[src/rtl/spdif_tx_framer_if.sv]
// Sample-pair handshake between the upstream FIFO and the S/PDIF framer.
interface spdif_tx_framer_if #(
  parameter int DATA_W = 24
);
  logic [DATA_W-1:0] in_left;
  logic [DATA_W-1:0] in_right;
  logic              in_valid;
  logic              in_ready;

  modport master (output in_left, output in_right, output in_valid, input in_ready);
  modport slave  (input in_left, input in_right, input in_valid, output in_ready);
endinterface

[src/rtl/spdif_tx_framer.sv]
// IEC 60958 transmitter: one-deep sample holding register, 192-frame block
// sequencing, preamble/V/U/C/P insertion and biphase-mark line coding.
module spdif_tx_framer #(
  parameter int DATA_W   = 24,
  parameter int CELL_DIV = 1,
  parameter int CS_W     = 40
) (
  input  logic                clk,
  input  logic                rst,
  spdif_tx_framer_if.slave    s_if,
  input  logic [CS_W-1:0]     cs_bits,
  output logic                spdif_out,
  output logic                block_start,
  output logic                underrun
);

  localparam int DIV_W = (CELL_DIV > 1) ? $clog2(CELL_DIV) : 1;
  localparam logic [7:0] PRE_B = 8'b11101000;
  localparam logic [7:0] PRE_M = 8'b11100010;
  localparam logic [7:0] PRE_W = 8'b11100100;

  // Samples are MSB-aligned into the 24 audio slots.
  function automatic logic [23:0] align(input logic [DATA_W-1:0] s);
    return 24'(s) << (24 - DATA_W);
  endfunction

  function automatic logic slot_bit(input logic [4:0] slot, input logic [23:0] word,
                                    input logic v, input logic c, input logic par);
    logic [23:0] sh;
    sh = word >> (slot - 5'd4);
    case (slot)
      5'd28:   return v;
      5'd29:   return 1'b0;
      5'd30:   return c;
      5'd31:   return par;
      default: return sh[0];
    endcase
  endfunction

  function automatic logic pre_level(input logic [7:0] pat, input logic [2:0] idx,
                                     input logic inv);
    return pat[3'd7 - idx] ^ inv;
  endfunction

  logic [DIV_W-1:0]  r_div;
  logic              r_cell;
  logic [4:0]        r_slot;
  logic              r_sub;
  logic [7:0]        r_frame;
  logic              r_full;
  logic              r_ready;
  logic              r_out;
  logic              r_inv;
  logic              r_par;
  logic              r_blk;
  logic              r_ur;
  logic [DATA_W-1:0] r_hold_l;
  logic [DATA_W-1:0] r_hold_r;
  logic [23:0]       r_word_l_p0;
  logic [23:0]       r_word_r_p0;
  logic              r_v_p0;
  logic [191:0]      r_cs;

  logic              w_stb;
  logic              w_fstart;
  logic              w_blk;
  logic              w_xfer;
  logic              w_move;
  logic              w_full_nxt;
  logic [7:0]        w_pat;
  logic [23:0]       w_word;
  logic              w_inv;
  logic              w_bit;
  logic              w_level;

  assign w_stb      = (r_div == '0);
  assign w_fstart   = w_stb && !r_sub && (r_slot == 5'd0) && !r_cell;
  assign w_blk      = w_fstart && (r_frame == 8'd0);
  assign w_xfer     = s_if.in_valid && r_ready;
  assign w_move     = w_fstart && r_full;
  assign w_full_nxt = w_move ? 1'b0 : (w_xfer ? 1'b1 : r_full);

  // Level of the cell loaded on the next strobe.
  always_comb begin
    w_pat   = PRE_W;
    w_word  = r_sub ? r_word_r_p0 : r_word_l_p0;
    w_inv   = (r_slot == 5'd0 && !r_cell) ? r_out : r_inv;
    w_bit   = slot_bit(r_slot, w_word, r_v_p0, r_cs[r_frame], r_par);
    w_level = 1'b0;
    if (!r_sub) w_pat = (r_frame == 8'd0) ? PRE_B : PRE_M;
    if (r_slot < 5'd4) w_level = pre_level(w_pat, {r_slot[1:0], r_cell}, w_inv);
    else if (!r_cell)  w_level = ~r_out;
    else               w_level = r_out ^ w_bit;
  end

  // Control stage: cell timing, frame position, handshake and line register.
  always_ff @(posedge clk or negedge rst) begin
    if (!rst) begin
      r_div   <= '0;
      r_cell  <= 1'b0;
      r_slot  <= 5'd0;
      r_sub   <= 1'b0;
      r_frame <= 8'd0;
      r_full  <= 1'b0;
      r_ready <= 1'b0;
      r_out   <= 1'b0;
      r_inv   <= 1'b0;
      r_par   <= 1'b0;
      r_blk   <= 1'b0;
      r_ur    <= 1'b0;
    end else begin
      r_div   <= (r_div == DIV_W'(CELL_DIV - 1)) ? '0 : r_div + DIV_W'(1);
      r_full  <= w_full_nxt;
      r_ready <= !w_full_nxt && !w_move;
      r_blk   <= w_blk;
      r_ur    <= w_fstart && !r_full;
      if (w_stb) begin
        r_out  <= w_level;
        r_cell <= ~r_cell;
        if (r_slot < 5'd4) begin
          r_inv <= w_inv;
          r_par <= 1'b0;
        end else if (r_cell && r_slot != 5'd31) begin
          r_par <= r_par ^ w_bit;
        end
        if (r_cell) begin
          if (r_slot == 5'd31) begin
            r_slot <= 5'd0;
            r_sub  <= ~r_sub;
            if (r_sub) r_frame <= (r_frame == 8'd191) ? 8'd0 : r_frame + 8'd1;
          end else begin
            r_slot <= r_slot + 5'd1;
          end
        end
      end
    end
  end

  // Data stage: holding register, frame words and block channel status.
  always_ff @(posedge clk) begin
    if (w_xfer) begin
      r_hold_l <= s_if.in_left;
      r_hold_r <= s_if.in_right;
    end
    if (w_fstart) begin
      if (r_full) begin
        r_word_l_p0 <= align(r_hold_l);
        r_word_r_p0 <= align(r_hold_r);
        r_v_p0      <= 1'b0;
      end else begin
        r_word_l_p0 <= 24'd0;
        r_word_r_p0 <= 24'd0;
        r_v_p0      <= 1'b1;
      end
    end
    if (w_blk) r_cs <= 192'(cs_bits);
  end

  assign s_if.in_ready = r_ready;
  assign spdif_out     = r_out;
  assign block_start   = r_blk;
  assign underrun      = r_ur;

endmodule
[src/flat_wrapper.sv]
// flat-port wrapper written by rule: the top's interface ports become plain ports
module spdif_tx_framer_flat 
#(
  parameter int DATA_W   = 24,
  parameter int CELL_DIV = 1,
  parameter int CS_W     = 40
)
  (clk, rst, cs_bits, spdif_out, block_start, underrun, s_if_in_left, s_if_in_right, s_if_in_valid, s_if_in_ready);
  spdif_tx_framer_if #(.DATA_W(DATA_W)) s_if_i ();
  input  logic clk;
  input  logic rst;
  input  logic [CS_W-1:0] cs_bits;
  output logic spdif_out;
  output logic block_start;
  output logic underrun;
  input wire logic [$bits(s_if_i.in_left)-1:0] s_if_in_left;
  input wire logic [$bits(s_if_i.in_right)-1:0] s_if_in_right;
  input wire logic [$bits(s_if_i.in_valid)-1:0] s_if_in_valid;
  output wire logic [$bits(s_if_i.in_ready)-1:0] s_if_in_ready;
  assign s_if_i.in_left = s_if_in_left;
  assign s_if_i.in_right = s_if_in_right;
  assign s_if_i.in_valid = s_if_in_valid;
  assign s_if_in_ready = s_if_i.in_ready;
  spdif_tx_framer #(.DATA_W(DATA_W), .CELL_DIV(CELL_DIV), .CS_W(CS_W)) u_core (.clk(clk), .rst(rst), .s_if(s_if_i), .cs_bits(cs_bits), .spdif_out(spdif_out), .block_start(block_start), .underrun(underrun));
endmodule
[config.mk]
export PLATFORM = sky130hd
export DESIGN_NAME = spdif_tx_framer_flat
export DESIGN_NICKNAME = d
export VERILOG_FILES = /design/src/rtl/spdif_tx_framer_if.sv /design/src/rtl/spdif_tx_framer.sv /design/src/flat_wrapper.sv
export SDC_FILE = /design/constraint.sdc
export NUM_CORES = 1
export LEC_CHECK = 0
export CORE_MARGIN = 1.5
export CORE_UTILIZATION = 40
export CTS_CLUSTER_SIZE = 14
export DETAILED_ROUTE_END_ITERATION = 7
export GPL_ROUTABILITY_DRIVEN = 1
export PLACE_DENSITY_LB_ADDON = 0.12
export SYNTH_ARGS = -nofsm -noshare
export SYNTH_HDL_FRONTEND = slang
export SYNTH_SLANG_ARGS = --single-unit
[constraint.sdc]
create_clock -name clk -period 4.25 [get_ports clk]
set_input_delay 0.6375 -clock clk [delete_from_list [all_inputs] [get_ports clk]]
set_output_delay 0.6375 -clock clk [all_outputs]
set_load 0.05 [all_outputs]
Yosys cells after proc, flatten, opt, wreduce, memory -nomap -nowiden

Cells that the tools add are included.
Widths: inputs -> output; s select.

Muxes and demuxes: 19
Magnitude comparators: 3
Eq/ne operators: 6
Bitwise operators: 7
Shifts and indexed selects: 1
Add/subtract/negate cells: 5
Reductions and logical operators: 23

Operators by type and width:

| operator            | count |
|---|---|
| $mux 24             | 1 |
| $shr 24x5->1        | 1 |
| $eq 5x5->1 const B  | 4 |
| $mux 8              | 2 |
| $mux 1              | 11 |
| $logic_and 1x1->1   | 10 |
| $lt 8x9->1 const B  | 1 |
| $add 8x1->8 const B | 1 |
| $bmux 1 s8          | 1 |
| $eq 8x8->1 const B  | 1 |
| $logic_not 8->1     | 1 |
| $reduce_and 2->1    | 3 |
| $add 5x1->5 const B | 1 |
| $logic_not 1->1     | 5 |
| $logic_not 5->1     | 1 |
| $lt 5x3->1 const B  | 1 |
| $mux 5              | 1 |
| $ne 5x5->1 const B  | 1 |
| $sub 5x3->5 const B | 1 |
| $lt 3x4->1 const B  | 1 |
| $mux 4              | 1 |
| $not 1->1           | 4 |
| $pmux 1 s4          | 1 |
| $reduce_and 4->1    | 1 |
| 6 further kinds     | 8 |

Bits in registers: 160
Output and inout port bits: 4
Word-level logic and storage cells: 82
Input port bits: 91

Logic depth before layout (Yosys ltp)

Depth after elaboration: 8
Mapped depth: 10
Gate-level depth less buffers: 9

Worst setup path after synthesis

Ideal clock, no wire load.

Kind: register -> register
Start point: reg u_core.r_slot[0]
End point: reg u_core.r_cs[0], enable pin
Cell stages (with the launch flop): 8
Setup slack: 0.635 ns
Period minus slack after synthesis: 3.615 ns
Data arrival time: 3.177 ns
Required time: 3.811 ns
Path buffers: 1
Setup time: 0.439 ns
Path through: dfrtp_1 > clkbuf_1 > inv_1 > ha_1 > nand2_1 > nor3_1 > nand2b_1 > nor2_1

Word-level cells in the longest chain between the ends: 4

RTL lines:

| element                        | RTL line               | text |
|---|---|---|
| start, declared                | spdif_tx_framer.sv:47  | `logic [4:0] r_slot;` |
| start signal, assigned         | spdif_tx_framer.sv:132 | `r_slot <= r_slot + 5'd1;` |
| $logic_not 5->1                | spdif_tx_framer.sv:77  | `assign w_fstart = w_stb && !r_sub && (r_slot == 5'd0) && !r_cell;` |
| $logic_and 1x1->1 (2 in a row) | spdif_tx_framer.sv:77  |  |
| $logic_and 1x1->1              | spdif_tx_framer.sv:78  | `assign w_blk = w_fstart && (r_frame == 8'd0);` |
| via u_core.w_blk               | spdif_tx_framer.sv:66  | `logic w_blk;` |
| end signal, assigned           | spdif_tx_framer.sv:156 | `if (w_blk) r_cs <= 192'(cs_bits);` |
| end, declared                  | spdif_tx_framer.sv:62  | `logic [191:0] r_cs;` |

The timed path passes the listed nets, and every way through them passes these cells.
A chain may end at the register's enable or synchronous reset.

Worst setup path after layout

Start point: reg u_core.r_slot[0]
End point: reg u_core.r_cs[26], enable pin

Same word-level chain as after synthesis.

==> results.json <==
{
  "synth_top_area_share": 0.641,
  "synth.area.top_cells": "edfxtp_1 (64%), dfrtp_1 (8.6%), mux4_2 (8.1%), and2_1 (5.0%), ha_1 (2.0%)",
  "fp.dieW_um": 130,
  "cp_slowest_stage_delay_ns": 0.91,
  "drt_iter0_drc": 165,
  "synth_seq_area_share": 0.727,
  "arrival_ns": 3.09,
  "ioPinCount": 95,
  "min_path_type": "reg2reg",
  "totalWireLength_um": 11100,
  "startpoint_type": "register",
  "core_area_sq_um": 15800,
  "firstDrtPassIters": 4,
  "synth_largest_area_cell": "edfxtp_1",
  "dieHeight_um": 130,
  "setup_viol": 0,
  "insertion_delay_ns": 0.42,
  "via_count": 3406,
  "fin_crit_sh": 0.718,
  "crit_type": "reg2reg",
  "syn2layout_area_growth_pct": 27.2,
  "grt_pass1_wl_um": 17500,
  "io_buffers": 94,
  "outcome": "completed",
  "start_util": 0.407,
  "max-slew-margin-rel": 0.242,
  "cts.sinks": 159,
  "ir_drop_mv": 0.276,
  "dieArea_sq_um": 16800,
  "ys_ff_latch": 159,
  "synthesis.area_sq_um": 6420,
  "clk_pin_slew_ns": 0.06,
  "crit_family": "simple AND/OR/NAND/NOR gates",
  "cts_resized": 0,
  "nets": 575,
  "async_flop_share": 0.138,
  "min_period_ns": 3.05,
  "multiInputGateArea_sq_um": 1640,
  "setup_tns_ns": 0,
  "stdcell_area_sq_um": 8160,
  "crit_slowest_cell": "nor2_4",
  "syn_nets": 478,
  "avgRoutedWirePerCell_um": 15.8,
  "ant_nets": 0,
  "grt_use_total": 0.143,
  "cts_max_level": 4,
  "synth_cell_types": 39,
  "seq_area_sq_um": 4660,
  "rows": 46,
  "cts_max_path_buffers": 2,
  "via_per_inst": 4.84,
  "syn_area_per_cell_sq_um": 17.0,
  "synthCells": 377,
  "drc": 0,
  "p_leak_nw": 2.78,
  "grt_pass1_vias": 3531,
  "root_buffer": "clkbuf_16",
  "ys_warn_count": 0,
  "antenna_found_initial": 0,
  "dpl_cell_area_sq_um": 7560,
  "dp.cells": 671,
  "powerDensity_nw_per_um2": 418,
  "rsz0062_at_grt": "false",
  "worstMarginPinSlew_ns": 1.14,
  "grt_max_degree": 52,
  "clock.fmax_mhz": 328,
  "cts_buffers": 17,
  "path_cells": "inv_1 > ha_1 > nand2_1 > nor3_1 > nand2b_1 > nor2_4",
  "cts_tree": "yes",
  "hpwl_um": 7400,
  "drive_above_1_share": 0.127,
  "gp_congestion": 0.827,
  "fillers": 1317,
  "drv_cap": 0,
  "fin_cells": 703,
  "cts_setup_buffers": 0,
  "ys.flop_type": "edfxtp_1",
  "cp.required_ns": 4.29,
  "worstPathBufferInverterCount": 1,
  "antenna_cells": 0,
  "cp-end-kind": "register",
  "hold_viol": 0,
  "synth_edf_count": 137,
  "fin_skew_ns": 0.00807,
  "crit_fanout": 41,
  "drv_slew": 0,
  "gr-total-overflow": 0,
  "postCtsHoldBufs": 0
}
[layer usage]
metal  share of wire  GRT usage  vias to the layer above  wire (um)
met4           0.025     0.0739                        0        276
met2            0.48      0.219                       87       5330
met3           0.051     0.0454                       20        561
met1            0.44      0.183                     1673       4940
met5               0          0                        -          0
li1                -          -                     1626          -
[placed cells by master (no fill, tap or decap), drive strengths merged, types with 2 or more instances in the layout]
master and instances:
nor2 14, and2 51, inv 11, o311ai 2, nor3b 2, o21ai 14, nand2 11, ha 10
mux4 23, mux2 5, clkbuf 20, and3 3, nand3 5, mux2i 6, a21oi 5, clkdlybuf4s50 94
and4 2, clkinv 9, xor2 2, edfxtp 137, nor3 6, bufinv 4, dfrtp 22, xnor2 7
o31ai 2, o211ai 2, nand2b 3, nor4 2, nor2b 2, nand4 4
[where the power goes]
group / leakage [nW] / internal [mW] / switching, mW / total [mW]
Sequential: 1.52 / 1.72 / 0.0125 / 1.73
Clock: 0.301 / 0.977 / 0.575 / 1.55
Combinational: 0.954 / 0.0899 / 0.0367 / 0.127
[sequential cells by signal, summed over array words and instances, names as in the netlist, 5 cells and up]
| signal | cells |
|---|---|
| u_core.r_cs | 40 |
| u_core.r_frame | 8 |
| u_core.r_hold_l | 24 |
| u_core.r_hold_r | 24 |
| u_core.r_slot | 5 |
| u_core.r_word_l_p0 | 24 |
| u_core.r_word_r_p0 | 24 |
[worst register-to-register path, stage by stage, from the launching register on]
cell      delay (ns)
dfrtp_1         0.64
inv_1           0.30
ha_1            0.22
nand2_1         0.06
nor3_1          0.28
nand2b_1        0.23
nor2_4          0.91
[worst paths after layout]
| check | from | endpoint | slack (ns) | cells after the start |
|---|---|---|---|---|
| max | u_core.r_slot[0]$_DFFE_PN0P_ | u_core.r_cs[26]$_DFFE_PP_ | 1.20 | 6 |
| min | u_core.r_hold_l[5]$_DFFE_PP_ | u_core.r_word_l_p0[5]$_SDFFCE_PN0P_ | 0.53 | 1 |
| max reg2reg | u_core.r_slot[0]$_DFFE_PN0P_ | u_core.r_cs[26]$_DFFE_PP_ | 1.20 | 6 |
| min reg2reg | u_core.r_hold_l[5]$_DFFE_PP_ | u_core.r_word_l_p0[5]$_SDFFCE_PN0P_ | 0.53 | 1 |
| max in group asynchronous | rst | u_core.r_slot[2]$_DFFE_PN0P_ | 2.83 | 1 |
| min in group asynchronous | rst | u_core.r_slot[3]$_DFFE_PN0P_ | 0.79 | 1 |
[area by class of cell]
type | instances | share of cell area
flip-flops and latches | 159 | 0.571
multi-input cells | 190 | 0.201
inverters | 12 | 0.00552
repair buffers | 94 | 0.115
clock buffers | 20 | 0.0535
well taps | 216 | 0.0331
clock inverters | 12 | 0.0205
[cell usage after synthesis (all sizes together), types with 2 or more instances]
cell type	count
edfxtp	137
and2	51
mux4	23
dfrtp	22
nor2	14
o21ai	14
clkbuf	12
inv	11
nand2	11
ha	10
xnor2	7
mux2i	6
nor3	6
a21oi	5
mux2	5
nand3	5
buf	4
nand4	4
and3	3
nand2b	3
and4	2
nor2b	2
nor3b	2
nor4	2
o211ai	2
o311ai	2
o31ai	2
xor2	2
[stage by stage]
stage                     utilization  setup slack (ns)  total power, mW  hold WS, ns
after global placement          0.479              1.40             1.89        0.517
final                           0.518              1.20             3.41        0.527
after floorplan                     -             0.635             1.79        0.342
after global routing            0.518             0.948             3.53        0.551
after CTS                       0.518              1.15             3.47        0.529
after detailed placement        0.479              1.17             1.90        0.511
[cells by family (layout without fill, tap and decap cells)]
logic type,count (synthesis),after routing,share of synthesized area
multiplexers,34,34,0.0989
adder cells (fa/ha/maj),10,10,0.0195
flip-flops,159,159,0.727
buffers and inverters,28,138,0.0191
AO/OA/AOI/OAI,30,30,0.0296
AND/OR/NAND/NOR,107,107,0.0936
XOR/XNOR,9,9,0.0123
No activity file was read; power rests on OpenSTA's default activity.
